<file path="config.mk">
export PLATFORM = sky130hd
export DESIGN_NAME = prio_arbiter_rr_flat
export DESIGN_NICKNAME = d
export VERILOG_FILES = /design/src/rtl/prio_arbiter_rr_if.sv /design/src/rtl/prio_arbiter_rr.sv /design/src/flat_wrapper.sv
export SDC_FILE = /design/constraint.sdc
export NUM_CORES = 1
export LEC_CHECK = 0
export BUFFER_PORTS_ARGS = -buffer_cell sky130_fd_sc_hd__clkbuf_2
export CAP_MARGIN = 5
export CORE_AREA = 8 8 45 47
export CTS_BUF_LIST = sky130_fd_sc_hd__clkbuf_4
export CTS_CLUSTER_DIAMETER = 40
export DETAILED_ROUTE_END_ITERATION = 6
export DIE_AREA = 0 0 53 55
export GPL_TIMING_DRIVEN = 1
export PLACE_DENSITY = 0.69
export SYNTH_ARGS = -nofsm -noshare
export SYNTH_HDL_FRONTEND = slang
export SYNTH_SLANG_ARGS = --single-unit
</file>
<file path="constraint.sdc">
create_clock -name clk -period 2.85 [get_ports clk]
set_clock_uncertainty 0.1 [all_clocks]
set_input_delay 0.57 -clock clk [delete_from_list [all_inputs] [get_ports clk]]
set_output_delay 0.57 -clock clk [all_outputs]
set_load 0.005 [all_outputs]
</file>
<file path="src/rtl/prio_arbiter_rr_if.sv">
// Request/grant bundle between request sources, the arbiter and the grant consumer.
// The master side drives requests and readiness; the slave side (the arbiter) returns the grant.
interface prio_arbiter_rr_if #(
  parameter int N    = 8,
  parameter int IDXW = $clog2(N)
);
  logic            en;
  logic [N-1:0]    req;
  logic            grant_ready;
  logic            grant_valid;
  logic [IDXW-1:0] grant_idx;
  logic [N-1:0]    grant_onehot;
  logic            any_req;

  modport master (
    output en, req, grant_ready,
    input  grant_valid, grant_idx, grant_onehot, any_req
  );

  modport slave (
    input  en, req, grant_ready,
    output grant_valid, grant_idx, grant_onehot, any_req
  );
endinterface

</file>
<file path="src/rtl/prio_arbiter_rr.sv">
// N-input arbiter with a registered grant and valid/ready handshake.
// MODE=0 gives fixed priority (MSB wins); MODE=1 is round-robin, where the last winner becomes lowest priority.
module prio_arbiter_rr #(
  parameter int N    = 8,
  parameter int IDXW = $clog2(N),
  parameter int MODE = 0
) (
  input logic               clk,
  input logic               rst_n,
  prio_arbiter_rr_if.slave  bus
);

  logic            r_valid;
  logic [IDXW-1:0] r_idx;
  logic [N-1:0]    r_onehot;
  logic            r_any;
  logic [IDXW-1:0] r_ptr;

  logic            w_hs;
  logic            w_load;
  logic [IDXW-1:0] w_ptr;
  logic            w_found;
  logic [IDXW-1:0] w_win;
  logic [IDXW-1:0] w_j;
  int              w_jn;

  assign w_hs   = r_valid && bus.grant_ready;
  assign w_load = bus.en && (!r_valid || bus.grant_ready);

  // A grant consumed this cycle already counts as the newest winner for the same-cycle reload.
  assign w_ptr = ((MODE != 0) && w_hs) ? r_idx : r_ptr;

  // Search ptr-1 downward with wrap; the pointer position itself is checked last.
  always_comb begin
    w_found = 1'b0;
    w_win   = '0;
    w_jn    = 0;
    w_j     = '0;
    for (int k = 1; k <= N; k++) begin
      w_jn = int'(w_ptr) + N - k;
      if (w_jn >= N) w_jn = w_jn - N;
      w_j = IDXW'(w_jn);
      if (!w_found && bus.req[w_j]) begin
        w_found = 1'b1;
        w_win   = w_j;
      end
    end
  end

  always_ff @(posedge clk or negedge rst_n) begin
    if (!rst_n) begin
      r_valid  <= 1'b0;
      r_idx    <= '0;
      r_onehot <= '0;
      r_any    <= 1'b0;
      r_ptr    <= '0;
    end else begin
      if ((MODE != 0) && w_hs) r_ptr <= r_idx;
      if (w_load) begin
        r_valid  <= w_found;
        r_idx    <= w_found ? w_win : '0;
        r_onehot <= w_found ? ({{(N-1){1'b0}}, 1'b1} << w_win) : '0;
        r_any    <= w_found;
      end else if (w_hs) begin
        // Consumed with arbitration disabled: drop valid, keep the last index.
        r_valid  <= 1'b0;
        r_onehot <= '0;
      end
    end
  end

  assign bus.grant_valid  = r_valid;
  assign bus.grant_idx    = r_idx;
  assign bus.grant_onehot = r_onehot;
  assign bus.any_req      = r_any;

endmodule

</file>
<file path="src/flat_wrapper.sv">
// flat-port wrapper written by rule: the top's interface ports become plain ports
module prio_arbiter_rr_flat 
#(
  parameter int N    = 8,
  parameter int IDXW = $clog2(N),
  parameter int MODE = 0
)
  (clk, rst_n, bus_en, bus_req, bus_grant_ready, bus_grant_valid, bus_grant_idx, bus_grant_onehot, bus_any_req);
  prio_arbiter_rr_if #(.N(N), .IDXW(IDXW)) bus_i ();
  input logic clk;
  input logic rst_n;
  input wire logic [$bits(bus_i.en)-1:0] bus_en;
  input wire logic [$bits(bus_i.req)-1:0] bus_req;
  input wire logic [$bits(bus_i.grant_ready)-1:0] bus_grant_ready;
  output wire logic [$bits(bus_i.grant_valid)-1:0] bus_grant_valid;
  output wire logic [$bits(bus_i.grant_idx)-1:0] bus_grant_idx;
  output wire logic [$bits(bus_i.grant_onehot)-1:0] bus_grant_onehot;
  output wire logic [$bits(bus_i.any_req)-1:0] bus_any_req;
  assign bus_i.en = bus_en;
  assign bus_i.req = bus_req;
  assign bus_i.grant_ready = bus_grant_ready;
  assign bus_grant_valid = bus_i.grant_valid;
  assign bus_grant_idx = bus_i.grant_idx;
  assign bus_grant_onehot = bus_i.grant_onehot;
  assign bus_any_req = bus_i.any_req;
  prio_arbiter_rr #(.N(N), .IDXW(IDXW), .MODE(MODE)) u_core (.clk(clk), .rst_n(rst_n), .bus(bus_i));
endmodule
</file>
==> metrics.md <==
| Metric | Value |
|---|---|
| Worst-Margin Slew | `0.502 ns` |
| WP data arrival | `0.82 ns` |
| CTS tree | `built` |
| Power Internal | `0.281 mW` |
| Worst-Skew Late Latency | `0.27 ns` |
| GR peak layer | `met2` |
| Synth cell types | `18` |
| Slew headroom | `65.6%` |
| PostCTS Resize Cnt | `0` |
| Die height | `55 um` |
| Max IR drop VDD | `0.000290 V` |
| Worst Path Required | `2.18 ns` |
| DP HPWL | `828 um` |
| CP Buf/Inv Count | `1` |
| RSZ-0062 raised after global routing | `false` |
| Fraction of layout cells with a size suffix above 1 | `40.9%` |
| Sequential share of power | `54.5%` |
| Max_cap viols | `0` |
| Fmax | `670 MHz` |
| Leakage dissipation | `0.360 nW` |
| Sw Share | `24.2%` |
| Global-route wire length before repair | `1.79 mm` |
| Root Buffer | `clkbuf_4` |
| CTS sink count | `13` |
| H-Tree Depth | `1` |
| Clock buffer depth | `2` |
| Tot GR Track Use | `8.52%` |
| Net Sw Power | `0.0895 mW` |
| DRT iter0 DRCs | `7` |
| TNS Setup | `0 ns` |
| Total CTS buffers | `3` |
| Cells after synthesis | `43` |
| Number of global-route vias before repair | `423` |
| GRT met2 Usage | `13.7%` |
| Startpoint types | `register` |
| Die Wd | `53 um` |
| Met1 track demand over resource | `8.19%` |
| Largest driver fanout on the critical path | `4` |
| Initial antenna violation count | `0` |
| Io pins | `25` |
| Largest net degree at the start of global routing | `14` |
| Leading area contributor after synthesis | `dfrtp_1` |
| Clk pwr share | `33.1%` |
| Postcts setup bufs | `0` |
| Top delay family on crit path | `flip-flops` |
| Reg2Reg Depth | `3` |
| Vias post-DR | `399` |
| Crit path depth | `1` |
| Yosys top cell area share | `63.0%` |
| Status | `completed` |
| Number of synthesized register bits | `13` |
| Hold-fix buffers, CTS | `0` |
| Final-report hold violation count | `0` |
| CTS clock-pin slew for the worst setup and hold paths | `0.08 ns` |
| Yosys warns | `3` |
| Port Buf Inserts | `20` |
| Met3 GRT Util | `2.41%` |
| Final Cycle Share | `52.4%` |
| Antenna Nets Post-Route | `0` |
| Vias/cell | `4.87` |
| Post-layout util | `47.9%` |
| Total power | `0.370 mW` |
| WS Path Type | `reg2out` |
| Row cnt | `14` |
| Total Routed Length | `1.08 mm` |
| PwrDens | `558 nW/um2` |
| Die area | `2920 um2` |
| Post-Syn Nets | `55` |
| Pins over their slew limit | `0` |
| Congestion Overflow GR | `0` |
| Sequential share of the synthesized area | `63.0%` |
| Remaining DRCs | `0` |
| Synthesized area per cell | `12.0 um2` |
| WL per Instance | `13.2 um` |
| Tmin final | `1.49 ns` |
| Layout area overhead | `28.3%` |
| Slowest stage delay, CP | `0.42 ns` |
| ANT cells | `0` |
| Total Nets Final | `79` |
| Cell Area, Synth | `517 um2` |
| Worst-path cell chain | `clkbuf_2` |
| Comb power frac | `12.4%` |
| Drt pass-1 iters | `4` |
| Core ar. | `1380 um2` |
| GPL Wtd Cong | `0.778` |
| Final Setup Violations | `0` |
| Worst Setup End Kind | `output pin` |
| Initial Util | `37.3%` |
| Synth top area cells | `dfrtp_1, and2_1, nand2_1, mux2i_1, mux2_4` |
| Slowest-stage cell, CP | `dfrtp_1` |
| Class of the worst hold path | `in2async` |
-- cells in the final DEF (no fill, tap or decap) --
master	n
clkbuf_2	20
dfrtp_1	13
nand2_1	6
and2_1	5
clkbuf_4	4
inv_1	3
mux2i_1	2
o21ai_0	2
or4_4	1
nand2b_1	1
mux2_4	1
nor2_1	1
nand4_1	1
mux2_2	1
nand4b_1	1
nor2b_1	1
a32o_1	1
nand3_1	1
o221ai_1	1
-- synthesized netlist by cell type --
| cell | number |
|---|---|
| a32o_1 | 1 |
| and2_1 | 5 |
| clkbuf_1 | 1 |
| dfrtp_1 | 13 |
| inv_1 | 3 |
| mux2_2 | 1 |
| mux2_4 | 1 |
| mux2i_1 | 2 |
| nand2_1 | 6 |
| nand2b_1 | 1 |
| nand3_1 | 1 |
| nand4_1 | 1 |
| nand4b_1 | 1 |
| nor2_1 | 1 |
| nor2b_1 | 1 |
| o21ai_0 | 2 |
| o221ai_1 | 1 |
| or4_4 | 1 |
-- worst paths after layout --
kind | start | to | slack [ns]
max | u_core.bus.grant_valid | bus_grant_valid | 1.36
min reg2reg | u_core.bus.grant_onehot[4] | u_core.bus.grant_onehot[4] | 0.38
min | rst_n | u_core.bus.grant_idx[2] | 0.07
max reg2reg | u_core.bus.grant_valid | u_core.bus.grant_idx[0] | 1.42
min in group clk | u_core.bus.grant_onehot[4] | u_core.bus.grant_onehot[4] | 0.38
max in group asynchronous | rst_n | u_core.bus.grant_onehot[5] | 2.34
-- through the flow --
step	setup WS, ns	std cells	cell area [um2]	hold WS (ns)
global route	1.31	82	663	0.0803
CTS	1.35	82	663	0.0729
global placement	1.13	78	633	0.361
floorplan	1.28	43	517	0.174
detailed placement	1.12	78	633	0.367
finish	1.36	82	663	0.0695
-- area by class of cell --
cell class	instances	area (um2)
repair buffers	20	100
well taps	16	20.0
multi-input cells	26	176
flip-flops and latches	13	325
clock buffers	4	30.0
inverters	3	11.3
fillers	126	721
-- power groups by stage --
stage | registers, mW | clock network, mW | logic [mW]
floorplan | 0.207 | 0 | 0.0200
global placement | 0.205 | 0 | 0.0463
detailed placement | 0.206 | 0 | 0.0467
CTS | 0.202 | 0.127 | 0.0472
global route | 0.204 | 0.135 | 0.0518
finish | 0.201 | 0.123 | 0.0459
-- flip-flops by register name, summed over array words and instances, names as in the netlist --
name / cells
u_core.bus.grant_onehot: 8
u_core.bus.grant_idx: 3
u_core.bus.any_req: 1
u_core.bus.grant_valid: 1
-- routing by layer --
metal | part of all wire (%) | vias up
met3 | 6.4 | 4
met4 | 2.3 | 0
li1 | - | 194
met1 | 39 | 189
met5 | 0 | -
met2 | 52 | 12
-- kinds of logic (layout without fill, tap and decap cells) --
kind of cell | Yosys count | in the layout | synth area share (%)
flip-flops | 13 | 13 | 63.0
buffers and inverters | 4 | 27 | 2.90
multiplexers | 4 | 4 | 8.96
AO/OA/AOI/OAI | 4 | 4 | 5.57
AND/OR/NAND/NOR | 18 | 18 | 19.6
Power figures use the tool's default switching activity.
